## src/rtl/cpu_pkg.sv

```systemverilog
// cpu_pkg: shared CPU constants, fetch state encoding and branch-offset sign extension
package cpu_pkg;
  localparam int PC_W = 10;
  localparam int OFFSET_W = 16;
  localparam int MEM_DEPTH = 100;
  localparam logic [PC_W-1:0] RESET_PC = '0;
  localparam logic [5:0] OP_BR = 6'h10;
  localparam logic [5:0] OP_BMI = 6'h11;
  localparam logic [5:0] OP_BPL = 6'h12;
  localparam logic [5:0] OP_BZ = 6'h13;
  typedef enum logic [1:0] {RUN, HALT, FAULT} fetch_state_t;
  function automatic logic [PC_W-1:0] sext_off(input logic [OFFSET_W-1:0] off);
    return PC_W'(32'(signed'(off)));
  endfunction
endpackage

```

## src/rtl/pc_next_calc.sv

```systemverilog
// pc_next_calc: next-PC mux (halt > branch > stall > advance) and out-of-range flag.
// The range check exists only when PC_BOUND_CHECK_EN is defined.
module pc_next_calc
  import cpu_pkg::*;
(
  input  logic [PC_W-1:0]     i_pc_reg,
  input  logic [PC_W-1:0]     i_branch_pc,
  input  logic [OFFSET_W-1:0] i_offset,
  input  logic                i_branch,
  input  logic                i_stall,
  input  logic                i_halt,
  output logic [PC_W-1:0]     o_next_pc,
  output logic                o_load,
  output logic                o_oor
);
  logic [PC_W-1:0] w_inc;
  logic [PC_W-1:0] w_tgt;
  always_comb begin
    w_inc = i_pc_reg + PC_W'(1);
    w_tgt = i_branch_pc + sext_off(i_offset);
    o_next_pc = i_halt ? i_pc_reg : i_branch ? w_tgt : i_stall ? i_pc_reg : w_inc;
    o_load = !i_halt && (i_branch || !i_stall);
  end
`ifdef PC_BOUND_CHECK_EN
  assign o_oor = o_load && (int'(o_next_pc) >= MEM_DEPTH);
`else
  assign o_oor = 1'b0;
`endif
endmodule

```

## src/rtl/fetch_pc_sequencer.sv

```systemverilog
// fetch_pc_sequencer: PC register and fetch control feeding a 1-cycle instruction memory.
// Optional out-of-range trap enabled by PC_BOUND_CHECK_EN.
module fetch_pc_sequencer
  import cpu_pkg::*;
(
  input  logic                clk,
  input  logic                reset,
  input  logic                stall,
  input  logic                branch_taken,
  input  logic [PC_W-1:0]     branch_pc,
  input  logic [OFFSET_W-1:0] branch_offset,
  input  logic                halt_req,
  output logic [PC_W-1:0]     pc,
  output logic [PC_W-1:0]     id_pc,
  output logic                id_valid,
  output logic                halted,
  output logic [31:0]         fetch_count,
  output logic                pc_fault
);
  fetch_state_t r_state, w_state_nx;
  logic [PC_W-1:0] r_pc, r_id_pc, w_next;
  logic r_id_valid, w_load, w_oor, w_run;
  logic [31:0] r_count;
  pc_next_calc u_next (
    .i_pc_reg   (r_pc),
    .i_branch_pc(branch_pc),
    .i_offset   (branch_offset),
    .i_branch   (branch_taken),
    .i_stall    (stall),
    .i_halt     (halt_req),
    .o_next_pc  (w_next),
    .o_load     (w_load),
    .o_oor      (w_oor)
  );
  assign w_run = r_state == RUN;
  // replaying id_pc during a stall keeps the memory output frozen
  assign pc = (stall && w_run) ? r_id_pc : r_pc;
  assign id_pc = r_id_pc;
  assign id_valid = r_id_valid;
  assign fetch_count = r_count;
  assign halted = !w_run;
  assign pc_fault = r_state == FAULT;
  always_comb w_state_nx = !w_run ? r_state : halt_req ? HALT : w_oor ? FAULT : RUN;
  always_ff @(posedge clk or posedge reset)
    if (reset) r_state <= RUN;
    else r_state <= w_state_nx;
  always_ff @(posedge clk or posedge reset) begin
    if (reset) begin
      r_pc <= RESET_PC;
      r_id_pc <= RESET_PC;
      r_id_valid <= 1'b0;
      r_count <= '0;
    end else if (w_run) begin
      if (halt_req || w_oor) r_id_valid <= 1'b0;
      else if (w_load) begin
        r_pc <= w_next;
        r_id_pc <= r_pc;
        r_id_valid <= !branch_taken;
        r_count <= r_count + {31'b0, !branch_taken};
      end
    end
  end
endmodule

```

## config.mk

```make
export PLATFORM = sky130hd
export DESIGN_NAME = fetch_pc_sequencer
export DESIGN_NICKNAME = d
export VERILOG_FILES = /design/src/rtl/cpu_pkg.sv /design/src/rtl/pc_next_calc.sv /design/src/rtl/fetch_pc_sequencer.sv
export SDC_FILE = /design/constraint.sdc
export NUM_CORES = 1
export LEC_CHECK = 0
export BUFFER_PORTS_ARGS = -buffer_cell sky130_fd_sc_hd__buf_2
export CAP_MARGIN = 25
export CORE_MARGIN = 3
export CORE_UTILIZATION = 45
export CTS_CLUSTER_SIZE = 12
export DETAILED_ROUTE_END_ITERATION = 7
export GPL_TIMING_DRIVEN = 0
export PLACE_DENSITY = 0.71
export SYNTH_ARGS = -nofsm -noshare
export SYNTH_HDL_FRONTEND = slang
export SYNTH_SLANG_ARGS = --single-unit
```

## constraint.sdc

```tcl
create_clock -name clk -period 2.2 [get_ports clk]
set_clock_uncertainty 0.1 [all_clocks]
set_input_delay 0.33 -clock clk [delete_from_list [all_inputs] [get_ports clk]]
set_output_delay 0.33 -clock clk [all_outputs]
set_load 0.01 [all_outputs]
```

==> metrics.md, run 1 <==
| Metric | Value |
|---|---|
| Hold WS | `0.240 ns` |
| CP endpoint kind | `flop` |
| Port Buffers | `78` |
| Worst vdd ir | `0.000306 V` |
| Status | `completed` |
| GR Overflow Total | `0` |
| FF+latch area | `0.00135 mm²` |
| Vias/cell | `5.41` |
| Area growth syn-to-layout | `21.1%` |
| Die ar. | `0.00776 mm²` |
| Synthesis Warnings | `0` |
| Crit path max-delay family | `simple AND/OR/NAND/NOR gates` |
| Slack of the worst reg-to-reg path | `around 0.22 ns` |
| Placer Congestion | `slightly above 0.8` |
| Fin area | `0.00367 mm²` |
| Avg Inst Size Synth | `9.72 µm²` |
| Sequential element share of the synthesized area | `0.446` |
| N_diodes | `0` |
| Largest net degree at the start of global routing | `40` |
| Cell Pwr Density | `around 520 mW/mm²` |
| Net Sw Power | `~0.00053 W` |
| Die W | `88.1 µm` |
| Area of the multi-input gates | `around 0.0016 mm²` |
| Worst path required time | `2.29 ns` |
| Finished Layout Cells | `~480` |
| Clock root buffer | `clkbuf_8` |
| Setup CP Type | `input pin to flop` |
| Post-synth cell types | `50` |
| Placed cell area | `0.00354 mm²` |
| Count of final max-slew check failures | `0` |
| Routed WL | `6.73 mm` |
| Clock buffer depth | `2` |
| First-pass DRT Iterations | `4` |
| Total Nets Final | `445` |
| CTS tree | `done` |
| Worst r2r path cells | `6` |
| DIE HEIGHT | `88.1 µm` |
| EDFF count, synth | `0` |
| Switching share of power | `0.276` |
| Most frequent cells in the layout | `buf_2 (80), nand2_1 (57), dfrtp_1 (54)` |
| Row count | `29` |
| Worst Hold Class | `input pin to flop` |
| Skew-Pair Late Insertion Delay | `0.30 ns` |
| Initial antenna violation count | `0` |
| I/O pins | `86` |
| Worst Setup EP | `fetch_count[24]` |
| Vias in the first global route | `2383` |
| Setup crit start kind | `input pin` |
| Initial DRC Count | `86` |
| Mapped Nets | `356` |
| Mapped Area | `0.00303 mm²` |
| F_max | `0.484 GHz` |
| Yosys reg bits | `54` |
| Critical Path AT | `2.15 ns` |
| Global Route Usage Sum | `0.183` |
| Hpwl dp | `5.09 mm` |
| CP Launch Point | `branch_taken` |
| Post-synthesis cell count | `about 310` |
| Crit-path max FO | `10` |
| Layout cells sized above 1 | `0.289` |
| Setup violations, final | `0` |
| WL/cell | `14.1 µm` |
| Hold Crit Depth | `3` |
| Final Hold Vio Count | `0` |
| Fraction of registers with async set/reset | `1.00` |
| Reg2Reg Capture Point | `fetch_count[24]` |
| Leakage power | `1.88 nW` |
| Core box area | `0.00642 mm²` |
| Placed cells | `468` |
| Initial core utilization | `0.472` |
| Post-synth top flop | `dfrtp_1` |
| Fillers | `606` |
| Commonest non-fill, non-tap cell in the layout | `buf_2` |
| Crit share post-route | `0.938` |
| CTS clock-pin slew for the worst setup and hold paths | `0.09 ns` |
| WP depth | `9` |
| Total negative slack | `0 ns` |
| Via count | `2585` |
| Logic pwr share | `0.163` |
| H-tree depth | `2` |
| Remaining DRCs | `0` |
| Max-cap viol count | `0` |
| DRT antenna net count | `0` |
| P_int | `0.00139 W` |
| First-pass GRT wire length | `between 10 and 15 mm` |
| Reg2reg start | `fetch_count[0]` |
| Final core utilization | `0.572` |
| CP max stage delay | `0.48 ns` |
| Flop pwr share | `0.558` |
| Unrepaired setup endpoints after global routing | `false` |
| CP max-delay cell | `nor4_4` |
| Crit path buffers/inverters | `3` |
| Fin crit period | `2.06 ns` |
| Total CTS buffers | `5` |
| Clk sinks | `54` |
| Cell Chain, Critical Path | `buf_2 -> buf_2 -> inv_2 -> ha_1 -> ha_1 -> nand4_1 -> nor4_4 -> nand3_1 -> xnor2_1` |
| Clk network pwr share | `0.279` |
==> worst reg2reg max path, cell delays in order, from the launching register on <==
cell and delay [ns]:
dfrtp_1 0.38, ha_1 0.18, ha_1 0.19, nand4_1 0.24
nor4_4 0.48, nand3_1 0.15, xnor2_1 0.14
==> sequential cells by signal, summed over array words and instances, names as in the netlist <==
| name | cells |
|---|---|
| id_valid | 1 |
| id_pc | 10 |
| r_state | 1 |
| fetch_count | 32 |
| r_pc | 10 |
==> cell families (layout without fill, tap and decap cells) <==
kind of cell,count (synthesis),after routing,synth area share
simple gates,136,136,0.229
flops,54,54,0.446
compound gates,46,46,0.0994
xor+xnor,33,33,0.0953
buf+inv,15,104,0.0231
mux,14,14,0.0503
fa+ha+maj,13,13,0.0561
other cells,1,1,0.00124
==> Yosys cell counts, types with 2 or more instances <==
library cell,number,area (µm²)
a211oi_1,4,30.0
a21o_1,2,15.0
a21oi_1,8,40.0
a22oi_1,2,15.0
a2bb2oi_1,3,26.3
and3_1,5,31.3
and4_1,5,43.8
buf_2,2,10.0
clkbuf_1,7,26.3
dfrtp_1,54,1350
ha_1,12,150
inv_1,4,15.0
mux2_2,10,113
mux2i_1,4,40.0
nand2_1,57,214
nand2b_1,2,12.5
nand3_1,19,95.1
nand4_1,7,43.8
nor2_1,18,67.6
nor2_2,2,12.5
nor2b_1,2,12.5
nor2b_2,2,17.5
nor3_1,7,35.0
nor3b_1,2,15.0
nor4_4,2,42.5
o21ai_0,14,70.1
o22ai_1,2,12.5
xnor2_1,23,201
xor2_1,10,87.6
==> per-stage QoR <==
stage	worst slack [ns]	power (W)
6_report	0.136	0.00192
5_1_grt	0.0162	0.00203
4_1_cts	0.0189	0.00194
3_5_place_dp	-0.332	0.00140
3_3_place_gp	-0.343	0.00139
2_1_floorplan	0.132	0.00128
==> layer usage <==
metal,up-vias,routed length [µm],GRT usage
met4,0,91,0.0467
met3,8,322,0.0339
li1,1281,-,-
met1,1236,3030,0.236
met5,-,0,0
met2,60,3280,0.316
==> timing repair <==
item                       4_1_cts  5_1_grt
hold buffers                     1        0
setup buffers                    1        2
gates resized for setup          1        5
hold endpoints to repair        15        0
setup endpoints to repair       13       26
pin swaps                        2        1
==> worst min path at each step <==
| stage | startpoint | to | slack [ns] |
|---|---|---|---|
| after floorplan | halt_req | r_state[0] | 0.38 |
| after global placement | fetch_count[31] | fetch_count[31] | 0.36 |
| after detailed placement | reset | fetch_count[10] | 0.23 |
| after CTS | halt_req | r_state[0] | 0.23 |
| after global routing | halt_req | r_state[0] | 0.26 |
| final | halt_req | r_state[0] | 0.24 |
==> power groups by stage <==
stage               Combinational, W  Clock (W)  Sequential, W
floorplan                   0.000194          0        0.00109
global placement            0.000300          0        0.00109
detailed placement          0.000312          0        0.00109
CTS                         0.000315   0.000558        0.00107
global route                0.000356   0.000597        0.00108
finish                      0.000313   0.000535        0.00107
==> layout make-up <==
cell class              count  share of cell area
well taps                  77              0.0262
flip-flops and latches     54               0.368
multi-input cells         243               0.446
repair buffers             83               0.121
plain buffers              10              0.0140
inverters                   4             0.00409
clock buffers               6              0.0198
clock inverters             1             0.00204
No activity file was read; power rests on OpenSTA's default activity.
==> inputs of run 2 (changes only) <==
==> constraint.sdc (replaced) <==
create_clock -name clk -period 2.04 [get_ports clk]
set_clock_uncertainty 0.1 [all_clocks]
set_input_delay 0.306 -clock clk [delete_from_list [all_inputs] [get_ports clk]]
set_output_delay 0.306 -clock clk [all_outputs]
set_load 0.01 [all_outputs]
==> run 2 against run 1 <==
Cell area up 1.3%. Critical path depth down 6. Worst setup slack worse by 0.063 ns. Die area did not move. First-iteration DRC count increased by 17%. Total power rose by 16%. Largest power group unchanged. Worst hold slack worse by 0.00097 ns. Via count down 1.5%. Core utilization rose by 0.72 points. Combinational power is 8.3% higher. Clock-buffer cell count shrank 1.
==> metrics.md, run 2 (synthesized netlist as in run 1, its figures left out) <==
| Metric | Value |
|---|---|
| Hpwl dp | `5.16 mm (was 5.09 mm)` |
| Reg2reg start | `r_state[0] (was fetch_count[0])` |
| GR Overflow Total | `0 (unchanged)` |
| Die W | `88.1 µm (unchanged)` |
| Port Buffers | `78 (unchanged)` |
| Max-cap viol count | `0 (unchanged)` |
| Total Nets Final | `446 (was 445)` |
| Critical Path AT | `1.56 ns (was 2.15 ns)` |
| Layout cells sized above 1 | `0.300 (was 0.289)` |
| DRT antenna net count | `0 (unchanged)` |
| DIE HEIGHT | `88.1 µm (unchanged)` |
| Vias/cell | `5.30 (was 5.41)` |
| Routed WL | `6.80 mm (was 6.73 mm)` |
| Finished Layout Cells | `480 (was 478)` |
| Most frequent cells in the layout | `buf_2 (80), nand2_1 (57), dfrtp_1 (54) (unchanged)` |
| Fin area | `0.00372 mm² (was 0.00367 mm²)` |
| Pre-CTS setup slack | `-0.475 ns (was -0.332 ns)` |
| Vias in the first global route | `2454 (was 2383)` |
| FF+latch area | `0.00135 mm² (unchanged)` |
| Largest register FFs | `32 (unchanged)` |
| CTS clock-pin slew for the worst setup and hold paths | `0.09 ns (about the same)` |
| Cell Pwr Density | `597 mW/mm² (was 523 mW/mm²)` |
| Placed cell area | `0.00354 mm² (about the same)` |
| Hold WS | `0.239 ns (was 0.240 ns)` |
| Final Hold Vio Count | `0 (unchanged)` |
| Global Route Usage Sum | `0.185 (was 0.183)` |
| Clock buffer depth | `2 (unchanged)` |
| CTS tree | `done (unchanged)` |
| Commonest non-fill, non-tap cell in the layout | `buf_2 (unchanged)` |
| I/O pins | `86 (unchanged)` |
| Unrepaired setup endpoints after global routing | `true (was false)` |
| Count of final max-slew check failures | `0 (unchanged)` |
| Placer Congestion | `0.863 (was 0.827)` |
| Area growth syn-to-layout | `22.6% (was 21.1%)` |
| Reg2Reg Capture Point | `fetch_count[20] (was fetch_count[24])` |
| Area of the multi-input gates | `0.00164 mm² (about the same)` |
| Final setup margin | `0.0729 ns (was 0.136 ns)` |
| WL/cell | `14.2 µm (was 14.1 µm)` |
| Crit-path max FO | `10 (unchanged)` |
| Remaining DRCs | `0 (unchanged)` |
| Worst Setup EP | `pc[0] (was fetch_count[24])` |
| F_max | `just over 0.5 GHz` |
| First-pass DRT Iterations | `4 (unchanged)` |
| Via count | `2546 (was 2585)` |
| Die ar. | `0.00776 mm² (unchanged)` |
| CP endpoint kind | `output port (was flop)` |
| Worst vdd ir | `0.000324 V (was 0.000306 V)` |
| Initial antenna violation count | `0 (unchanged)` |
| Worst Hold Class | `input pin to flop (unchanged)` |
| Total Power | `0.00222 W (was 0.00192 W)` |
| Slack of the worst reg-to-reg path | `0.08 ns (was 0.22 ns)` |
| First-pass GRT wire length | `11.5 mm (was 11.2 mm)` |
| Status | `completed (unchanged)` |
| Placed cells | `468 (unchanged)` |
| Total CTS buffers | `5 (unchanged)` |
| N_diodes | `0 (unchanged)` |
| Fin crit period | `1.97 ns` |
| Initial core utilization | `0.472 (unchanged)` |
| Setup CP Type | `flop to output port (was input pin to flop)` |
| Largest net degree at the start of global routing | `42 (was 40)` |
| Worst r2r path cells | `5 (was 6)` |
| Setup crit start kind | `flop (was input pin)` |
| Row count | `29 (unchanged)` |
| Clock root buffer | `clkbuf_8 (unchanged)` |
| Crit share post-route | `0.964` |
| Core box area | `0.00642 mm² (unchanged)` |
| Leakage power | `1.91 nW (was 1.88 nW)` |
| Initial DRC Count | `101 (was 86)` |
| Skew-Pair Late Insertion Delay | `0.31 ns (was 0.30 ns)` |
| Setup violations, final | `0 (unchanged)` |
| Worst path required time | `1.63 ns (was 2.29 ns)` |
| H-tree depth | `2 (unchanged)` |
| Clk sinks | `54 (unchanged)` |
| Fillers | `594 (was 606)` |
| CP Launch Point | `r_state[0] (was branch_taken)` |
[run 2: cell types whose count changed in the layout (fill, tap and decap cells not counted), sizes merged]
cell / before / now
inv: 4 / 5
bufinv: 0 / 1
buf: 86 / 87
clkinvlp: 1 / 0
clkinv: 0 / 1
clkbuf: 12 / 11
[run 2: worst max-delay path, cell delays in order (launching register included)]
cell      delay (ns)
dfrtp_1         0.43
nand2b_2        0.30
mux2_2          0.38
buf_2           0.14
[run 2: area by class of cell]
cell class,instances,area share
multi-input cells,243,0.441
flip-flops and latches,54,0.363
repair buffers,84,0.121
well taps,77,0.0259
clock buffers,5,0.0185
plain buffers,10,0.0138
clock inverters,3,0.0118
inverters,4,0.00471
[run 2: power by group]
| part | total [W] | internal (W) | switching, W |
|---|---|---|---|
| sequential | 0.00116 | 0.00111 | 0.0000469 |
| combinational | 0.000339 | 0.000155 | 0.000184 |
| clock | 0.000724 | 0.000368 | 0.000356 |
[run 2: per-stage QoR]
stage | utilization | TNS [ns]
after CTS | 0.576 | 0
after global routing | 0.579 | -0.0536
after detailed placement | 0.552 | -9.26
final | 0.579 | 0
after floorplan | - | 0
after global placement | 0.549 | -29.36
[run 2: layer usage]
metal / track usage / vias up / part of all wire
li1: - / 1279 / -
met1: 0.234 / 1189 / 0.44
met2: 0.322 / 69 / 0.50
met3: 0.0376 / 9 / 0.049
met4: 0.0536 / 0 / 0.014
met5: 0 / - / 0
[run 2: worst min-delay path by stage]
stage / from / endpoint / slack (ns) / cells past startpoint
after floorplan: halt_req / r_state[0] / 0.36 / 2
after global placement: fetch_count[31] / fetch_count[31] / 0.36 / 1
after detailed placement: reset / fetch_count[11] / 0.18 / 2
after CTS: halt_req / r_state[0] / 0.20 / 3
after global routing: halt_req / r_state[0] / 0.23 / 3
final: halt_req / r_state[0] / 0.24 / 3
[run 2: timing repair]
| item | in CTS | in global routing |
|---|---|---|
| setup buffers | 4 | 0 |
| hold endpoints to repair | 13 | 0 |
| hold buffers | 1 | 0 |
| pin swaps | 2 | 1 |
| resized for setup | 3 | 4 |
| endpoints found under the setup margin | 26 | 17 |
